$ cat config.mk
export PLATFORM = sky130hd
export DESIGN_NAME = keypad_entry
export DESIGN_NICKNAME = d
export VERILOG_FILES = /design/src/rtl/keypad_entry.sv
export SDC_FILE = /design/constraint.sdc
export NUM_CORES = 1
export LEC_CHECK = 0
export CAP_MARGIN = 10
export CORE_UTILIZATION = 50
export DETAILED_ROUTE_END_ITERATION = 6
export GPL_ROUTABILITY_DRIVEN = 0
export PLACE_DENSITY = 0.78
export SYNTH_ARGS = -nofsm -noshare
export SYNTH_HDL_FRONTEND = slang
export SYNTH_SLANG_ARGS = --single-unit
$ cat constraint.sdc
create_clock -name clk -period 2.91 [get_ports clk]
set_clock_uncertainty 0.15 [all_clocks]
set_input_delay 0.873 -clock clk [delete_from_list [all_inputs] [get_ports clk]]
set_output_delay 0.873 -clock clk [all_outputs]
set_load 0.02 [all_outputs]
$ cat src/rtl/keypad_entry.sv
// Keypad entry buffer: edge-detects key presses, builds a BCD number and hands it off over valid/ready.
// Optional idle auto-clear is enabled by defining KEYPAD_ENTRY_TIMEOUT_EN.
module keypad_entry #(
    parameter int DIGITS         = 4,
    parameter int TIMEOUT_CYCLES = 50_000_000
) (
    input  logic                         clk,
    input  logic                         rst,
    input  logic [3:0]                   enc_out,
    input  logic                         pressed,
    output logic [4*DIGITS-1:0]          disp_digits,
    output logic [$clog2(DIGITS+1)-1:0]  digit_count,
    output logic [4*DIGITS-1:0]          entry_value,
    output logic                         entry_valid,
    input  logic                         entry_ready,
    output logic                         key_err,
    output logic                         timeout,
    output logic [1:0]                   dbg_state
);
    localparam int BW = 4 * DIGITS;
    localparam int CW = $clog2(DIGITS + 1);
    localparam logic [CW-1:0] MAXC = CW'(DIGITS);

    typedef enum logic [1:0] {
        IDLE  = 2'd0,
        ENTRY = 2'd1,
        DONE  = 2'd2
    } state_t;

    // Handshake: entry_value is offered while entry_valid=1 and is consumed
    // on the first clk edge where entry_valid=1 and entry_ready=1.

    state_t          r_state;
    logic            r_pressed_d;
    logic [BW-1:0]   r_buf;
    logic [CW-1:0]   r_cnt;
    logic [BW-1:0]   r_val;
    logic            r_valid;
    logic            r_err;
    logic            r_to;

    state_t          w_state_nxt;
    logic [BW-1:0]   w_buf_nxt;
    logic [CW-1:0]   w_cnt_nxt;
    logic [BW-1:0]   w_val_nxt;
    logic            w_valid_nxt;
    logic            w_err_nxt;
    logic            w_to_nxt;
    logic            w_key_stb;
    logic            w_to_hit;

    assign w_key_stb = pressed & ~r_pressed_d;

`ifdef KEYPAD_ENTRY_TIMEOUT_EN
    localparam int TW = $clog2(TIMEOUT_CYCLES + 1);
    logic [TW-1:0] r_idle_cnt;

    always_ff @(posedge clk) begin
        if (rst) begin
            r_idle_cnt <= '0;
        end else if (r_state == ENTRY && w_state_nxt == ENTRY && !w_key_stb) begin
            r_idle_cnt <= r_idle_cnt + 1'b1;
        end else begin
            r_idle_cnt <= '0;
        end
    end

    assign w_to_hit = (r_state == ENTRY) && (r_idle_cnt == TW'(TIMEOUT_CYCLES - 1));
`else
    assign w_to_hit = 1'b0;
`endif

    always_comb begin
        w_state_nxt = r_state;
        w_buf_nxt   = r_buf;
        w_cnt_nxt   = r_cnt;
        w_val_nxt   = r_val;
        w_valid_nxt = r_valid;
        w_err_nxt   = 1'b0;
        w_to_nxt    = 1'b0;
        case (r_state)
            DONE: begin
                // Keys are never queued behind a pending entry.
                if (w_key_stb) w_err_nxt = 1'b1;
                if (entry_ready) begin
                    w_valid_nxt = 1'b0;
                    w_buf_nxt   = '0;
                    w_cnt_nxt   = '0;
                    w_state_nxt = IDLE;
                end
            end
            default: begin
                if (w_key_stb) begin
                    if (enc_out <= 4'h9) begin
                        if (r_cnt != MAXC) begin
                            w_buf_nxt   = (r_buf << 4) | BW'(enc_out);
                            w_cnt_nxt   = r_cnt + 1'b1;
                            w_state_nxt = ENTRY;
                        end else begin
                            w_err_nxt = 1'b1;
                        end
                    end else begin
                        case (enc_out)
                            4'hA: begin
                                if (r_cnt != '0) begin
                                    w_buf_nxt = r_buf >> 4;
                                    w_cnt_nxt = r_cnt - 1'b1;
                                    if (r_cnt == CW'(1)) w_state_nxt = IDLE;
                                end else begin
                                    w_err_nxt = 1'b1;
                                end
                            end
                            4'hB: begin
                                w_buf_nxt   = '0;
                                w_cnt_nxt   = '0;
                                w_state_nxt = IDLE;
                            end
                            4'hE: begin
                                if (r_cnt == '0) begin
                                    w_err_nxt = 1'b1;
                                end else begin
                                    w_val_nxt   = r_buf;
                                    w_valid_nxt = 1'b1;
                                    w_state_nxt = DONE;
                                end
                            end
                            default: ;
                        endcase
                    end
                end else if (w_to_hit) begin
                    w_buf_nxt   = '0;
                    w_cnt_nxt   = '0;
                    w_to_nxt    = 1'b1;
                    w_state_nxt = IDLE;
                end
            end
        endcase
    end

    always_ff @(posedge clk) begin
        if (rst) begin
            r_state     <= IDLE;
            r_pressed_d <= 1'b1;
            r_buf       <= '0;
            r_cnt       <= '0;
            r_val       <= '0;
            r_valid     <= 1'b0;
            r_err       <= 1'b0;
            r_to        <= 1'b0;
        end else begin
            r_state     <= w_state_nxt;
            r_pressed_d <= pressed;
            r_buf       <= w_buf_nxt;
            r_cnt       <= w_cnt_nxt;
            r_val       <= w_val_nxt;
            r_valid     <= w_valid_nxt;
            r_err       <= w_err_nxt;
            r_to        <= w_to_nxt;
        end
    end

    assign disp_digits = r_buf;
    assign digit_count = r_cnt;
    assign entry_value = r_val;
    assign entry_valid = r_valid;
    assign key_err     = r_err;
    assign timeout     = r_to;
    assign dbg_state   = r_state;
endmodule

==> results.toml, run 1 <==
[status]
run_status = "finished, final reports clean"

[critical_path]
slowest_stage_cell_on_the_critical_path = "sky130_fd_sc_hd__clkdlybuf4s50_1"
worst_reg2reg_path_depth = 5
crit_path_max_fanout = 18
start_kind = "primary input"
rr_startpoint = "digit_count[2]"
worst_setup_path_end_kind = "register"
cpPeakStageDelay_ns = 0.56
worstSetupPathType = "in2reg"
crit_path_cell_trace = "clkdlybuf4s50_1, nor2b_1, buf_4, a21oi_1, a2111oi_2, mux2i_1"
worst_path_required_ns = 2.99
worstSetupPathDepth = 6
cp_num_buf_inv = 2
cp_top_family = "buffers and inverters"
cp.arrival_ns = 2.59
reg2reg_slack_ns = 1.01
r2r_end = "disp_digits[4]"

[power]
static-leakage-power_nw = 1.006
worst_ir_drop_vdd_v = 0.0002476
power_per_cell_area_nw_per_um2 = 372.9

[global_routing]
first_pass_grt_wire_length_um = 8638
largest_net_degree_at_the_start_of_global_routing = 22
grt_use_total_pct = 25.23
first_global_vias = 1803
grt_antenna_before_repair = 0
grt-ovfl-total = 0

[placement]
detailedPlacementHpwl_um = 3899
place.detailed.instances = 341
dp_worst_setup_slack_ns = 0.1304
count_of_buffers_inserted_at_the_top_level_ports = 46

[final_layout]
area_delta_synth_final_pct = 29.05
nNetsFinal = 310
final-seq-area_sq_um = 800.8
mostFrequentLayoutCell = "sky130_fd_sc_hd__clkdlybuf4s50_1"
num_antenna_cells = 0
fillerInstances = 360
multi_input_logic_area_sq_um = 1216
layoutNonFillerInstCount = 349
post_route_cells_drive_above_1_share_pct = 14.72
finish.utilization_pct = 68.55
final_cell_mix = "46 x sky130_fd_sc_hd__clkdlybuf4s50_1, 40 x sky130_fd_sc_hd__dfxtp_1, 35 x sky130_fd_sc_hd__a21oi_1"

[synthesis]
biggest_area_contributors_in_the_synthesized_netlist = "sky130_fd_sc_hd__dfxtp_1 37%, sky130_fd_sc_hd__a21oi_1 8.1%, sky130_fd_sc_hd__nand3_1 6.5%, sky130_fd_sc_hd__o2111ai_1 3.6%, sky130_fd_sc_hd__mux2_4 3.5%"
synth.ff_latch_count = 40
synth_area_leader_cell = "sky130_fd_sc_hd__dfxtp_1"
synth_cells = 249
mappedNetlistArea_sq_um = 2171
synth_cell_types = 47
synth_enable_flop_cells = 0
total_nets_after_synthesis = 261
async_reset_ff_share_pct = 0
synth_top_cell_area_share_pct = 36.89
synth.yosys.warnings = 0
synth_flop_cell = "sky130_fd_sc_hd__dfxtp_1"
register_area_share_after_synthesis_pct = 36.89
avgSynthCellArea_sq_um = 8.718

[worst_hold_path]
min_from = "entry_valid"
whs_endpoint = "entry_valid"
worst_hold_path.num_cells = 2
hold_path.class = "reg2reg"

[floorplan]
floorplan_core_area_sq_um = 4086
floorplan.die.width_um = 67.89
initial_utilization_pct = 53.12
ioPinCount = 48
floorplan.die_area_sq_um = 4609
std_cell_rows = 23
dieHeight_um = 67.89

[cts]
tritoncts.num_buffers = 5
numClockSinks = 40
count_of_cells_resized_by_post_cts_repair = 0
clock-root-buffer = "sky130_fd_sc_hd__clkbuf_8"
clock_edge_transition_at_the_registers_on_the_reported_setup_and_hold_paths_ns = 0.08
ctsLongestPathBuffers = 2
clk-insertion-delay-late_ns = 0.29
holdBufCountCts = 0
deepest_level_of_the_cts_h_tree = 2
post-cts-setup-buffer-count = 0
cts_tree = "built"

[timing]
finalHoldViolations = 0
setup_violations = 0
fin_hold_ws_ns = 0.3149
setup-tns-final_ns = 0
max_freq_mhz = 397.2
rsz0062_at_grt = "no"
fin_crit_ns = 2.518
report.final.slew_viol_count = 0
layout_setup_ws_ns = 0.3924
min_period_over_period_pct = 86.51

[drt]
drt_pass1_iterations = 4
detail_route.wl_per_cell_um = 15.38
drtIter0Drc = 149
drc_errors = 0
routed-via-count = 2058
route.detailed.vias_per_inst = 5.897
antenna_left = 0
wl_um = 5368

[run]
cap_violations = 0
==> worst max-delay path by stage <==
stage                     endpoint           start  slack (ns)
global route          dbg_state[0]      enc_out[1]        0.28
global placement      dbg_state[0]      enc_out[1]        0.16
finish                dbg_state[0]      enc_out[1]        0.39
CTS                 digit_count[2]  digit_count[2]        0.40
floorplan           disp_digits[0]      enc_out[2]        0.61
detailed placement  disp_digits[4]      enc_out[0]        0.13
==> registers in the layout (all words and copies together), names as in the netlist <==
| register | cells |
|---|---|
| digit_count | 3 |
| disp_digits | 16 |
| entry_valid | 1 |
| dbg_state | 2 |
| entry_value | 16 |
| key_err | 1 |
| r_pressed_d | 1 |
==> report_power, final <==
part	leakage (nW)	internal (mW)	switching, mW
Combinational	0.635	0.0515	0.0743
Clock	0.0479	0.167	0.197
Sequential	0.323	0.550	0.00428
==> synthesized netlist by cell type (2+ instances only) <==
cell,instances
sky130_fd_sc_hd__dfxtp_1,40
sky130_fd_sc_hd__a21oi_1,35
sky130_fd_sc_hd__nand3_1,28
sky130_fd_sc_hd__o21ai_0,14
sky130_fd_sc_hd__clkbuf_1,12
sky130_fd_sc_hd__nand2_1,12
sky130_fd_sc_hd__nor2b_1,12
sky130_fd_sc_hd__o2111ai_1,9
sky130_fd_sc_hd__o211ai_1,8
sky130_fd_sc_hd__nand2b_1,7
sky130_fd_sc_hd__nand4_1,6
sky130_fd_sc_hd__mux2_4,5
sky130_fd_sc_hd__mux2i_1,5
sky130_fd_sc_hd__buf_4,4
sky130_fd_sc_hd__buf_6,4
sky130_fd_sc_hd__ha_1,4
sky130_fd_sc_hd__inv_1,4
sky130_fd_sc_hd__mux2_2,4
sky130_fd_sc_hd__buf_2,3
sky130_fd_sc_hd__o21ai_1,3
sky130_fd_sc_hd__a32o_1,2
sky130_fd_sc_hd__nor3_1,2
sky130_fd_sc_hd__o21ai_2,2
==> metal layers <==
layer / wire length, um / GRT usage (%) / vias to the layer above
met3: 288 / 5.000 / 5
met4: 58 / 7.031 / 0
met1: 2501 / 34.87 / 977
met5: 0 / 0 / -
met2: 2519 / 39.73 / 58
li1: - / - / 1018
==> layout make-up <==
class / instances / area share [%]
multi-input combinational: 181 / 43.41
timing repair buffer: 65 / 21.97
sequential: 40 / 28.58
tap: 50 / 2.233
clock buffer: 5 / 2.456
inverter: 5 / 0.6699
clock inverter: 3 / 0.6699
==> through the flow <==
stage / instance area [sq um] / power [mW]
detailed placement: 2714 / 0.6915
CTS: 2801 / 1.053
floorplan: 2171 / 0.6498
finish: 2801 / 1.045
global route: 2801 / 1.085
global placement: 2714 / 0.6900
==> worst min-delay path: stages (launching register included) <==
cell and delay (ns):
sky130_fd_sc_hd__dfxtp_1 0.31, sky130_fd_sc_hd__nand2_1 0.05, sky130_fd_sc_hd__a21oi_1 0.05
==> kinds of logic after synthesis <==
kind of cell / Yosys count / share of synthesized area, %
AO/OA/AOI/OAI: 84 / 25.02
adder cells (fa/ha/maj): 4 / 2.306
buffers and inverters: 28 / 7.089
flip-flops: 40 / 36.89
multiplexers: 14 / 7.838
other: 1 / 0.1727
AND/OR/NAND/NOR: 78 / 20.69
Power figures use the tool's default switching activity.
==> inputs of run 2 (changes only) <==
--- a/config.mk
+++ b/config.mk
@@ -10,6 +10,7 @@
 export DETAILED_ROUTE_END_ITERATION = 6
 export GPL_ROUTABILITY_DRIVEN = 0
 export PLACE_DENSITY = 0.78
+export REMOVE_ABC_BUFFERS = 1
 export SYNTH_ARGS = -nofsm -noshare
 export SYNTH_HDL_FRONTEND = slang
 export SYNTH_SLANG_ARGS = --single-unit
==> results.toml, run 2 (synthesis results as in run 1) <==
[global_routing]
largest_net_degree_at_the_start_of_global_routing = 17
first_global_vias = 1938
first_pass_grt_wire_length_um = 9287
grt_use_total_pct = 27.11
grt_antenna_before_repair = 0
grt-ovfl-total = 0

[critical_path]
crit_path_cell_trace = "clkdlybuf4s50_1, and4bb_1, o21ai_2, a21boi_4, buf_4, mux2_2"
worst_path_required_ns = 2.95
worstSetupPathType = "in2reg"
reg2reg_slack_ns = 0.88
start_kind = "primary input"
cp_num_buf_inv = 2
critical_path.startpoint = "enc_out[3]"
cpPeakStageDelay_ns = 0.63
r2r_end = "dbg_state[0]"
cp_top_family = "buffers and inverters"
worst_setup_path_endpoint = "disp_digits[6]"
crit_path_max_fanout = 9
worstSetupPathDepth = 6
worst_setup_path_end_kind = "register"
worst_reg2reg_path_depth = 6
cp.arrival_ns = 2.64
slowest_stage_cell_on_the_critical_path = "sky130_fd_sc_hd__clkdlybuf4s50_1"
rr_startpoint = "digit_count[0]"

[final_layout]
num_antenna_cells = 0
final_cell_mix = "46 x sky130_fd_sc_hd__clkdlybuf4s50_1, 40 x sky130_fd_sc_hd__dfxtp_1, 35 x sky130_fd_sc_hd__a21oi_1"
post_route_cells_drive_above_1_share_pct = 15.84
area_delta_synth_final_pct = 29.91
mostFrequentLayoutCell = "sky130_fd_sc_hd__clkdlybuf4s50_1"
fillerInstances = 348
nNetsFinal = 315

[floorplan]
std_cell_rows = 23
floorplan_core_area_sq_um = 4086
floorplan.die.width_um = 67.89
ioPinCount = 48
initial_utilization_pct = 53.12
floorplan.die_area_sq_um = 4609
dieHeight_um = 67.89

[placement]
detailedPlacementHpwl_um = 4037
count_of_buffers_inserted_at_the_top_level_ports = 46

[cts]
numClockSinks = 40
clock-root-buffer = "sky130_fd_sc_hd__clkbuf_8"
clk-insertion-delay-late_ns = 0.29
holdBufCountCts = 0
deepest_level_of_the_cts_h_tree = 2
tritoncts.num_buffers = 5
ctsLongestPathBuffers = 2
count_of_cells_resized_by_post_cts_repair = 0
cts_tree = "built"
post-cts-setup-buffer-count = 0
clock_edge_transition_at_the_registers_on_the_reported_setup_and_hold_paths_ns = 0.08

[drt]
route.detailed.vias_per_inst = 6.076
wl_um = 5663
antenna_left = 0
drtIter0Drc = 180
routed-via-count = 2145
detail_route.wl_per_cell_um = 16.04
drc_errors = 0
drt_pass1_iterations = 5

[timing]
finalHoldViolations = 0
max_freq_mhz = 384.1
rsz0062_at_grt = "no"
fin_hold_ws_ns = 0.3241
setup-tns-final_ns = 0
fin_crit_ns = 2.603
min_period_over_period_pct = 89.47
setup_violations = 0
report.final.slew_viol_count = 0

[run]
cap_violations = 0

[power]
worst_ir_drop_vdd_v = 0.0002848
static-leakage-power_nw = 1.017
power_per_cell_area_nw_per_um2 = 370.2

[worst_hold_path]
hold_path.class = "reg2reg"

[status]
run_status = "finished, final reports clean"
## run 2: cell count changes in the layout (fill, tap and decap cells not counted), sizes merged
| cell | change |
|---|---|
| clkinv | -2 |
| buf | +5 |
| clkinvlp | +1 |
## run 2: power by group
group / switching, mW / total, mW / internal (mW)
clock: 0.196 / 0.358 / 0.162
combinational: 0.0781 / 0.132 / 0.0535
sequential: 0.00399 / 0.555 / 0.551
## run 2: worst register-to-register path: cells and delay by family (launching register included)
kind,cells,cell delay [ns]
AO/OA/AOI/OAI,2,0.61
flip-flops,1,0.40
adder cells (fa/ha/maj),1,0.29
multiplexers,1,0.26
AND/OR/NAND/NOR,1,0.15
buffers and inverters,1,0.10
## run 2: how the worst min path moves through the flow
stage / end / from / slack (ns) / cells past startpoint
after floorplan: entry_valid / entry_valid / 0.38 / 2
after global placement: entry_value[13] / entry_value[13] / 0.31 / 2
after detailed placement: entry_valid / entry_valid / 0.30 / 2
after CTS: entry_valid / entry_valid / 0.32 / 2
after global routing: entry_value[6] / entry_value[6] / 0.35 / 2
final: entry_valid / entry_valid / 0.32 / 2
## run 2: area by class of cell
| type | count | area [sq um] | area share, % |
|---|---|---|---|
| multi-input combinational | 181 | 1216 | 43.12 |
| sequential | 40 | 800.8 | 28.39 |
| clock inverter | 2 | 12.51 | 0.4437 |
| inverter | 5 | 18.77 | 0.6655 |
| clock buffer | 5 | 68.82 | 2.440 |
| timing repair buffer | 70 | 640.6 | 22.72 |
| tap | 50 | 62.56 | 2.218 |
## run 2: metrics by stage
step	util, %	total power [mW]	setup WS, ns	area, sq um	std cells
finish	69.01	1.044	0.3065	2820	353
global route	69.01	1.081	0.2395	2820	353
CTS	69.01	1.048	0.3259	2820	353
detailed placement	67.02	0.6962	0.01069	2739	346
global placement	67.02	0.6945	0.04500	2739	346
floorplan	-	0.6255	0.3137	2036	226
## run 2: layer usage
layer | share of wire (%) | wire length [um] | up-vias | global-route usage, %
li1 | - | - | 1023 | -
met1 | 45 | 2526 | 1028 | 35.39
met2 | 47 | 2681 | 84 | 43.69
met3 | 6.4 | 364 | 10 | 6.500
met4 | 1.6 | 91 | 0 | 9.115
met5 | 0 | 0 | - | 0
